[src/rtl/bp_axil_stream_pkg.sv]
// bp_axil_stream_pkg: shared constants and FSM state types for the AXI-Lite <-> host stream bridge.
// Contents: register map addresses, AXI response codes, write/read FSM state enums.
package bp_axil_stream_pkg;

    localparam logic [31:0] rd_data_addr   = 32'h10;
    localparam logic [31:0] rd_status_addr = 32'h18;

    localparam logic [1:0] resp_okay   = 2'b00;
    localparam logic [1:0] resp_slverr = 2'b10;
    localparam logic [1:0] resp_decerr = 2'b11;

    typedef enum logic [1:0] {
        e_w_idle   = 2'd0,
        e_w_stream = 2'd1,
        e_w_resp   = 2'd2
    } w_state_e;

    typedef enum logic {
        e_r_idle = 1'b0,
        e_r_resp = 1'b1
    } r_state_e;

endpackage

[src/rtl/bsg_fifo_1r1w_small.sv]
// bsg_fifo_1r1w_small: small circular-buffer FIFO with an occupancy count.
// Ports: clk_i/reset_i (sync, active-high); v_i/data_i/ready_o push side (ready_o = not full);
//        v_o/data_o/yumi_i pop side (yumi_i only while v_o); count_o = current occupancy.
module bsg_fifo_1r1w_small #(
    parameter int width_p = 32,
    parameter int els_p   = 4,
    localparam int ptr_w  = (els_p > 1) ? $clog2(els_p) : 1,
    localparam int cnt_w  = $clog2(els_p + 1)
) (
    input  logic               clk_i,
    input  logic               reset_i,
    input  logic               v_i,
    input  logic [width_p-1:0] data_i,
    output logic               ready_o,
    output logic               v_o,
    output logic [width_p-1:0] data_o,
    input  logic               yumi_i,
    output logic [cnt_w-1:0]   count_o
);

    logic [width_p-1:0] r_mem [els_p];
    logic [ptr_w-1:0]   r_wptr, r_rptr;
    logic [cnt_w-1:0]   r_count;
    logic               w_push, w_pop;

    function automatic logic [ptr_w-1:0] nxt(input logic [ptr_w-1:0] p);
        return (p == ptr_w'(els_p - 1)) ? '0 : p + 1'b1;
    endfunction

    // Ready depends only on stored occupancy, so a same-cycle pop never frees a full slot early.
    assign ready_o = r_count != cnt_w'(els_p);
    assign v_o     = r_count != '0;
    assign data_o  = r_mem[r_rptr];
    assign count_o = r_count;
    assign w_push  = v_i & ready_o;
    assign w_pop   = yumi_i & v_o;

    always_ff @(posedge clk_i) begin
        if (w_push) r_mem[r_wptr] <= data_i;
    end

    always_ff @(posedge clk_i) begin
        if (reset_i) begin
            r_wptr  <= '0;
            r_rptr  <= '0;
            r_count <= '0;
        end else begin
            if (w_push) r_wptr <= nxt(r_wptr);
            if (w_pop) r_rptr <= nxt(r_rptr);
            r_count <= r_count + cnt_w'(w_push) - cnt_w'(w_pop);
        end
    end

endmodule

[src/rtl/bp_axil_stream_bridge.sv]
// bp_axil_stream_bridge: AXI4-Lite slave turning writes into {addr,data} stream beats and serving an inbound stream FIFO via reads.
// Ports: clk_i/reset_i (sync, active-high); s_axil_aw*/w*/b* write channels; s_axil_ar*/r* read channels;
//        stream_v_o/stream_addr_o/stream_data_o/stream_yumi_i outbound beat; stream_v_i/stream_data_i/stream_ready_o inbound beat.
module bp_axil_stream_bridge
    import bp_axil_stream_pkg::*;
#(
    parameter int axil_addr_width_p   = 32,
    parameter int axil_data_width_p   = 32,
    parameter int stream_addr_width_p = 32,
    parameter int stream_data_width_p = 32,
    parameter int rd_fifo_els_p       = 4
) (
    input  logic                           clk_i,
    input  logic                           reset_i,
    input  logic [axil_addr_width_p-1:0]   s_axil_awaddr_i,
    input  logic                           s_axil_awvalid_i,
    output logic                           s_axil_awready_o,
    input  logic [axil_data_width_p-1:0]   s_axil_wdata_i,
    input  logic [axil_data_width_p/8-1:0] s_axil_wstrb_i,
    input  logic                           s_axil_wvalid_i,
    output logic                           s_axil_wready_o,
    output logic [1:0]                     s_axil_bresp_o,
    output logic                           s_axil_bvalid_o,
    input  logic                           s_axil_bready_i,
    input  logic [axil_addr_width_p-1:0]   s_axil_araddr_i,
    input  logic                           s_axil_arvalid_i,
    output logic                           s_axil_arready_o,
    output logic [axil_data_width_p-1:0]   s_axil_rdata_o,
    output logic [1:0]                     s_axil_rresp_o,
    output logic                           s_axil_rvalid_o,
    input  logic                           s_axil_rready_i,
    output logic                           stream_v_o,
    output logic [stream_addr_width_p-1:0] stream_addr_o,
    output logic [stream_data_width_p-1:0] stream_data_o,
    input  logic                           stream_yumi_i,
    input  logic                           stream_v_i,
    input  logic [stream_data_width_p-1:0] stream_data_i,
    output logic                           stream_ready_o
);

    localparam int cnt_w = $clog2(rd_fifo_els_p + 1);

    w_state_e                       r_w_state;
    logic                           r_aw_held, r_w_held, r_strb_ok;
    logic [stream_addr_width_p-1:0] r_addr;
    logic [stream_data_width_p-1:0] r_data;
    logic [1:0]                     r_bresp;
    logic                           w_w_idle, w_aw_hs, w_w_hs, w_aw_have, w_w_have, w_strb_ok;

    assign w_w_idle         = r_w_state == e_w_idle;
    assign s_axil_awready_o = w_w_idle & ~r_aw_held;
    assign s_axil_wready_o  = w_w_idle & ~r_w_held;
    assign w_aw_hs          = s_axil_awvalid_i & s_axil_awready_o;
    assign w_w_hs           = s_axil_wvalid_i & s_axil_wready_o;
    // "have" includes a handshake landing this cycle so AW+W together leave idle in one step.
    assign w_aw_have        = r_aw_held | w_aw_hs;
    assign w_w_have         = r_w_held | w_w_hs;
    assign w_strb_ok        = w_w_hs ? &s_axil_wstrb_i : r_strb_ok;
    assign stream_v_o       = r_w_state == e_w_stream;
    assign stream_addr_o    = r_addr;
    assign stream_data_o    = r_data;
    assign s_axil_bvalid_o  = r_w_state == e_w_resp;
    assign s_axil_bresp_o   = r_bresp;

    always_ff @(posedge clk_i) begin
        if (reset_i) begin
            r_w_state <= e_w_idle;
            r_aw_held <= 1'b0;
            r_w_held  <= 1'b0;
            r_strb_ok <= 1'b0;
            r_addr    <= '0;
            r_data    <= '0;
            r_bresp   <= resp_okay;
        end else begin
            if (w_aw_hs) r_addr <= s_axil_awaddr_i;
            if (w_w_hs) begin
                r_data    <= s_axil_wdata_i;
                r_strb_ok <= &s_axil_wstrb_i;
            end
            // Hold flags are cleared on leaving idle; being out of idle already blocks new AW/W.
            if (w_w_idle && w_aw_have && w_w_have) begin
                r_w_state <= w_strb_ok ? e_w_stream : e_w_resp;
                r_bresp   <= w_strb_ok ? resp_okay : resp_slverr;
                r_aw_held <= 1'b0;
                r_w_held  <= 1'b0;
            end else begin
                if (w_aw_hs) r_aw_held <= 1'b1;
                if (w_w_hs) r_w_held <= 1'b1;
            end
            if (stream_v_o && stream_yumi_i) begin
                r_w_state <= e_w_resp;
                r_bresp   <= resp_okay;
            end
            if (s_axil_bvalid_o && s_axil_bready_i) r_w_state <= e_w_idle;
        end
    end

    r_state_e                     r_r_state;
    logic [axil_data_width_p-1:0] r_rdata;
    logic [1:0]                   r_rresp;
    logic                         w_ar_hs, w_is_data, w_is_stat, w_fifo_v, w_fifo_yumi;
    logic [stream_data_width_p-1:0] w_fifo_data;
    logic [cnt_w-1:0]             w_fifo_count;

    assign s_axil_arready_o = r_r_state == e_r_idle;
    assign s_axil_rvalid_o  = r_r_state == e_r_resp;
    assign s_axil_rdata_o   = r_rdata;
    assign s_axil_rresp_o   = r_rresp;
    assign w_ar_hs          = s_axil_arvalid_i & s_axil_arready_o;
    assign w_is_data        = s_axil_araddr_i == axil_addr_width_p'(rd_data_addr);
    assign w_is_stat        = s_axil_araddr_i == axil_addr_width_p'(rd_status_addr);
    assign w_fifo_yumi      = w_ar_hs & w_is_data & w_fifo_v;

    always_ff @(posedge clk_i) begin
        if (reset_i) begin
            r_r_state <= e_r_idle;
            r_rdata   <= '0;
            r_rresp   <= resp_okay;
        end else if (w_ar_hs) begin
            r_r_state <= e_r_resp;
            r_rdata   <= w_is_data ? (w_fifo_v ? w_fifo_data : '0)
                       : w_is_stat ? axil_data_width_p'(w_fifo_count) : '0;
            r_rresp   <= w_is_data ? (w_fifo_v ? resp_okay : resp_slverr)
                       : w_is_stat ? resp_okay : resp_decerr;
        end else if (s_axil_rvalid_o && s_axil_rready_i) begin
            r_r_state <= e_r_idle;
        end
    end

    bsg_fifo_1r1w_small #(
        .width_p(stream_data_width_p),
        .els_p  (rd_fifo_els_p)
    ) u_fifo (
        .clk_i  (clk_i),
        .reset_i(reset_i),
        .v_i    (stream_v_i),
        .data_i (stream_data_i),
        .ready_o(stream_ready_o),
        .v_o    (w_fifo_v),
        .data_o (w_fifo_data),
        .yumi_i (w_fifo_yumi),
        .count_o(w_fifo_count)
    );

endmodule

[config.mk]
export PLATFORM = sky130hd
export DESIGN_NAME = bp_axil_stream_bridge
export DESIGN_NICKNAME = d
export VERILOG_FILES = /design/src/rtl/bp_axil_stream_pkg.sv /design/src/rtl/bsg_fifo_1r1w_small.sv /design/src/rtl/bp_axil_stream_bridge.sv
export SDC_FILE = /design/constraint.sdc
export NUM_CORES = 1
export LEC_CHECK = 0
export ABC_AREA = 1
export ABC_CLOCK_PERIOD_IN_PS = 4300
export BUFFER_PORTS_ARGS = -buffer_cell sky130_fd_sc_hd__buf_2
export CAP_MARGIN = 40
export CORE_UTILIZATION = 45
export CTS_BUF_LIST = sky130_fd_sc_hd__clkbuf_8
export DETAILED_ROUTE_END_ITERATION = 6
export PLACE_DENSITY_LB_ADDON = 0.05
export SETUP_SLACK_MARGIN = 0.15
export SLEW_MARGIN = 10
export SYNTH_ARGS = -nofsm -noshare
export SYNTH_HDL_FRONTEND = slang
export SYNTH_HIERARCHICAL = 1
export SYNTH_SLANG_ARGS = --single-unit
[constraint.sdc]
create_clock -name clk_i -period 4.3 [get_ports clk_i]
set_clock_uncertainty 0.15 [all_clocks]
set_input_delay 0.215 -clock clk_i [delete_from_list [all_inputs] [get_ports clk_i]]
set_output_delay 0.215 -clock clk_i [all_outputs]
set_load 0.02 [all_outputs]
==> results of run 1 <==
registers in the layout, indices dropped and copies added (netlist names), named ones only:
name	cells
s_axil_rdata_o	32
stream_data_o	32
r_w_state	2
u_fifo/r_mem	128
s_axil_rvalid_o	1
r_strb_ok	1
u_fifo/count_o	3
u_fifo/r_wptr	2
s_axil_rresp_o	2
r_w_held	1
s_axil_bresp_o	1
r_aw_held	1
u_fifo/r_rptr	2
stream_addr_o	32
final timing paths:
check                                         to  cells past startpoint  slack (ns)                            from
hold / removal      u_fifo/count_o[1]$_SDFF_PP0_                      2        0.06                         reset_i
hold reg to reg   stream_addr_o[16]$_SDFFE_PP0P_                      2        0.31  stream_addr_o[16]$_SDFFE_PP0P_
setup / recovery       r_w_state[1]$_SDFFE_PP0P_                      8        1.55       r_w_state[0]$_SDFFE_PP0P_
setup reg to reg       r_w_state[1]$_SDFFE_PP0P_                      8        1.55       r_w_state[0]$_SDFFE_PP0P_
stage by stage:
step | power, W | utilization, % | hold slack [ns] | cells
after floorplan | 0.00368 | - | 0.132 | 938
after global placement | 0.00407 | 52.7 | 0.282 | 1400
after detailed placement | 0.00407 | 52.8 | 0.280 | 1401
after CTS | 0.00596 | 61.5 | 0.0406 | 1578
after global routing | 0.00621 | 61.5 | 0.0673 | 1579
final | 0.00590 | 61.5 | 0.0569 | 1579
cell families (layout without fill, tap and decap cells):
group / count (synthesis) / count (layout)
AO/OA/AOI/OAI: 209 / 209
adder cells (fa/ha/maj): 8 / 8
buffers and inverters: 109 / 479
flip-flops: 242 / 242
other: 1 / 2
AND/OR/NAND/NOR: 369 / 369
report_power, final:
| part | internal [W] | switching [W] | leakage, nW |
|---|---|---|---|
| clock | 0.000927 | 0.000870 | 0.436 |
| combinational | 0.000428 | 0.000903 | 2.70 |
| sequential | 0.00268 | 0.0000980 | 2.10 |
| total | 0.00403 | 0.00187 | 5.24 |
cell type report:
type,count,area (um^2),share of cell area (%)
sequential,242,6130,48.6
multi-input combinational,587,2850,22.7
timing repair buffer,362,2380,18.9
clock buffer,43,592,4.70
tap,270,338,2.68
inverter,45,176,1.40
clock inverter,29,128,1.01
antenna,1,2.50,0.0199
synthesized netlist by cell type (all sizes together):
master	count	area [um^2]
a21boi	3	22.5
a21oi	104	524
a31oi	1	6.26
buf	43	300
clkbuf	21	78.8
clkinv	1	3.75
conb	1	3.75
dfxtp	114	2280
edfxtp	128	3840
fa	1	20.0
ha	7	87.6
inv	44	173
nand2	143	554
nand3	73	365
nand4	31	194
nor2	122	512
o21a	2	15.0
o21ai	67	339
o22ai	32	200
layer usage:
metal	track usage (%)	share of wire, %
met1	28.4	42
met2	39.6	49
met5	0	0
met3	4.85	6.7
met4	8.30	2.1
==> flow_summary.yaml, run 1 <==
sta:
  postLayoutSetupSlackWorst_ns: 1.55
  hold_viol_final: 0
  tns_ns: 0
  period_minus_slack_ns: 2.75
  slew_viol_final: 0
  maxSlewHeadroom_pct: 51.8
  worst_slew_pin_slew_ns: 0.724
  fin_crit_sh_pct: 64.0
  fmaxAchievable_mhz: 363
  rsz0062_at_grt: "false"
  setup_viol: 0
critical_path:
  worstPathCellList: "nor2_2, inv_2, nor2_8, nand2_2, a21oi_2, nand2_1, a31oi_1, dlygate4sd3_1"
  slowest_stage: "dlygate4sd3_1"
  critical-path-top-delay-family: "simple AND/OR/NAND/NOR gates"
  worst_setup_path_end_kind: "flip-flop"
  startpoint_type: "flip-flop"
  worst_ep_arrival_time_ns: 3.08
  worstSetupPathType: "reg -> reg"
  cp_max_fo: 34
  worstPathRequired_ns: 4.63
  cp_num_buf_inv: 2
  slowest_delay_ns: 0.55
clock_tree:
  insertion_delay_ns: 0.53
  post_cts_resized: 0
  cts_root_buf: "clkbuf_8"
  cts-hold-fix-buffers: 105
  cts_tree: "yes"
  cts_buffers: 41
  cts_setup_buffers: 0
  cts_max_level: 2
  cts_buffer_depth: 3
  cts.sinks: 242
  clkTransAtPathRegs_ns: 0.06
routing:
  drt_iter0_drc: 389
  drtPass1Iterations: 5
  wire_per_inst_um: 16.1
  dr_total_vias: 7992
  antenna_left: 0
  drt_wl_total_um: 25400
  detail_route.vias_per_cell: 5.06
  drc: 0
global_routing:
  grt_overflow: 0
  grt_use_total_pct: 23.0
  grt_start_max_net_pins: 65
  grt_pass1_wl_um: 39600
  grt_pass1_vias: 7615
  antenna_found_initial: 1
synthesis:
  synth_top_family_by_area: "simple AND/OR/NAND/NOR gates"
  synth_fa_ha_area_share_pct: 1.13
  synthCells: 938
  synth_compound_area_share_pct: 11.6
  synth_area_um2: 9530
  synthXorXnorAreaFrac_pct: 0
  syn_nets: 1087
  synthMuxAreaShare_pct: 0
  syn_area_per_cell_um2: 10.2
  ys_seq_area_share_pct: 64.3
  yosys_warnings: 6
  synthSimpleGateAreaFrac_pct: 17.1
  yosys_register_bits: 242
  ys_types: 30
cells_and_area:
  final_common_cell: "buf_2"
  nFillCells: 1765
  design_area_um2: 12600
  finish.net_count: 1428
  drive_gt1_share_pct: 25.1
  final_cell_mix: "buf_2 (245), nand2_1 (138), edfxtp_1 (128)"
  syn_to_final_growth_pct: 32.2
placement:
  dp_hpwl_um: 14900
  gp_routability_congestion: 0.775
  portBuffers: 246
  place_ws_ns: 1.13
  placed_area_um2: 10800
power:
  p_leak_nw: 5.24
  p_per_area_nw_per_um2: 469
  ir_worst_vdd_uv: 290
floorplanning:
  die_x_um: 147
  die_y_um: 147
  core.rowCount: 52
  start_util_pct: 46.5
  die_area_um2: 21800
  io_pins: 248
  core_um2: 20500
worst_hold_path:
  holdCritPathClass: "in -> reg"
job:
  cap_violations: 0
run_status:
  status: "complete, no violations"
(Power assumes the default switching activity.)
==> run 2, diff against run 1 <==
Settings changed: ABC_CLOCK_PERIOD_IN_PS 4300 to 2500.
Clock period 4.3 ns to 2.5 ns, I/O delays scaled along.
==> flow_summary.yaml, run 2 (synthesis gave the netlist of run 1 again) <==
floorplanning:
  core_um2: 20500
  die_area_um2: 21800
  core.rowCount: 52
  start_util_pct: 46.5
  die_x_um: 147
  die_y_um: 147
  io_pins: 248
placement:
  gp_routability_congestion: 0.757
  dp_hpwl_um: 15200
  placed_area_um2: 11000
  place_ws_ns: -0.00459
  portBuffers: 246
power:
  p_leak_nw: 5.37
  p_per_area_nw_per_um2: 814
  power_w: 0.0105
  ir_worst_vdd_uv: 531
cells_and_area:
  design_area_um2: 13000
  drive_gt1_share_pct: 26.0
  nFillCells: 1709
  largest_reg_flops: 128
  final_common_cell: "buf_2"
  regMostFlops: "u_fifo/r_mem"
  syn_to_final_growth_pct: 36.0
  final_cell_mix: "buf_2 (245), nand2_1 (138), edfxtp_1 (128)"
  finish.net_count: 1454
  diodes: 0
routing:
  drtPass1Iterations: 4
  detail_route.vias_per_cell: 4.98
  antenna_left: 0
  dr_total_vias: 7992
  drt_iter0_drc: 413
  drt_wl_total_um: 25700
  wire_per_inst_um: 16.0
  drc: 0
sta:
  whs_ns: 0.0387
  rsz0062_at_grt: "false"
  maxSlewHeadroom_pct: 56.0
  worst_slew_pin_slew_ns: 0.660
  fin_crit_sh_pct: 88.8
  setup_viol: 0
  slew_viol_final: 0
  postLayoutSetupSlackWorst_ns: 0.281
  period_minus_slack_ns: 2.22
  hold_viol_final: 0
  fmaxAchievable_mhz: 451
critical_path:
  worstPathCellList: "nor2_2, nand2_1, nand2_1, nor2_2, a21boi_1, ha_1, inv_1, ha_1, inv_1, fa_1, o21ai_1, nor2_1"
  critical-path-top-delay-family: "adder cells"
  slowest_delay_ns: 0.40
  slowest_stage: "fa_1"
  worst_setup_path_end_kind: "flip-flop"
  worst_ep_arrival_time_ns: 2.48
  worstSetupPathType: "reg -> reg"
  cp_num_buf_inv: 2
  cp_max_fo: 5
  worstPathRequired_ns: 2.76
  startpoint_type: "flip-flop"
clock_tree:
  cts.sinks: 242
  clkTransAtPathRegs_ns: 0.06
  cts_root_buf: "clkbuf_8"
  insertion_delay_ns: 0.52
  cts_buffers: 40
  cts_max_level: 2
  cts_buffer_depth: 3
  cts_tree: "yes"
global_routing:
  grt_use_total_pct: 23.2
  grt_pass1_wl_um: 39700
  grt_start_max_net_pins: 79
  grt_overflow: 0
  grt_pass1_vias: 7688
  antenna_found_initial: 0
worst_hold_path:
  holdCritPathClass: "in -> reg"
run_status:
  status: "complete, no violations"
job:
  cap_violations: 0
run 2: tightest hold or removal path, cell delays in order:
cell	delay [ns]
buf_2	0.09
inv_1	0.04
nand2_1	0.04
nor2_1	0.03
nand2_1	0.05
nor2_1	0.05
nand3_1	0.09
nand3_1	0.08
nand2_1	0.06
inv_1	0.03
run 2: routing by layer:
metal	part of all wire, %	vias to the layer above	wire length [um]	track usage, %
met3	5.5	41	1420	4.35
met1	43	3708	11000	28.4
met4	2.0	0	505	7.11
met2	50	251	12800	41.3
met5	0	-	0	0
li1	-	3992	-	-
run 2: stage by stage:
stage	util, %	instances	setup TNS (ns)
2_1_floorplan	-	938	-36.35
3_3_place_gp	53.6	1413	0
3_5_place_dp	53.6	1413	-0.00459
4_1_cts	63.2	1605	0
5_1_grt	63.2	1605	0
6_report	63.2	1605	0
run 2: final cells by class:
cell class | instances | area [um^2] | share of cell area [%]
Clock buffer | 45 | 619 | 4.78
Clock inverter | 27 | 140 | 1.08
Inverter | 45 | 176 | 1.36
Multi-Input combinational cell | 587 | 2880 | 22.2
Sequential cell | 242 | 6130 | 47.3
Tap cell | 270 | 338 | 2.61
Timing Repair Buffer | 389 | 2670 | 20.6
run 2: worst paths after layout:
| check | start | to | slack, ns | cells past startpoint |
|---|---|---|---|---|
| max | u_fifo/count_o[1]$_SDFF_PP0_ | u_fifo/count_o[2]$_SDFF_PP0_ | 0.28 | 12 |
| min reg2reg | stream_addr_o[12]$_SDFFE_PP0P_ | stream_addr_o[12]$_SDFFE_PP0P_ | 0.31 | 2 |
| min | s_axil_araddr_i[1] | s_axil_rdata_o[0]$_SDFFE_PP0P_ | 0.04 | 10 |
| max reg2reg | u_fifo/count_o[1]$_SDFF_PP0_ | u_fifo/count_o[2]$_SDFF_PP0_ | 0.28 | 12 |
run 2: repair_timing:
item	in CTS	in global routing
hold buffers	120	0
hold endpoints to repair	224	0
gates resized for setup	0	5
buffers inserted	0	0
setup endpoints to repair	0	2
run 2: power breakdown:
part	internal [W]	switching, W
registers	0.00461	0.000176
clock network	0.00175	0.00152
logic	0.000889	0.00161
total	0.00725	0.00330
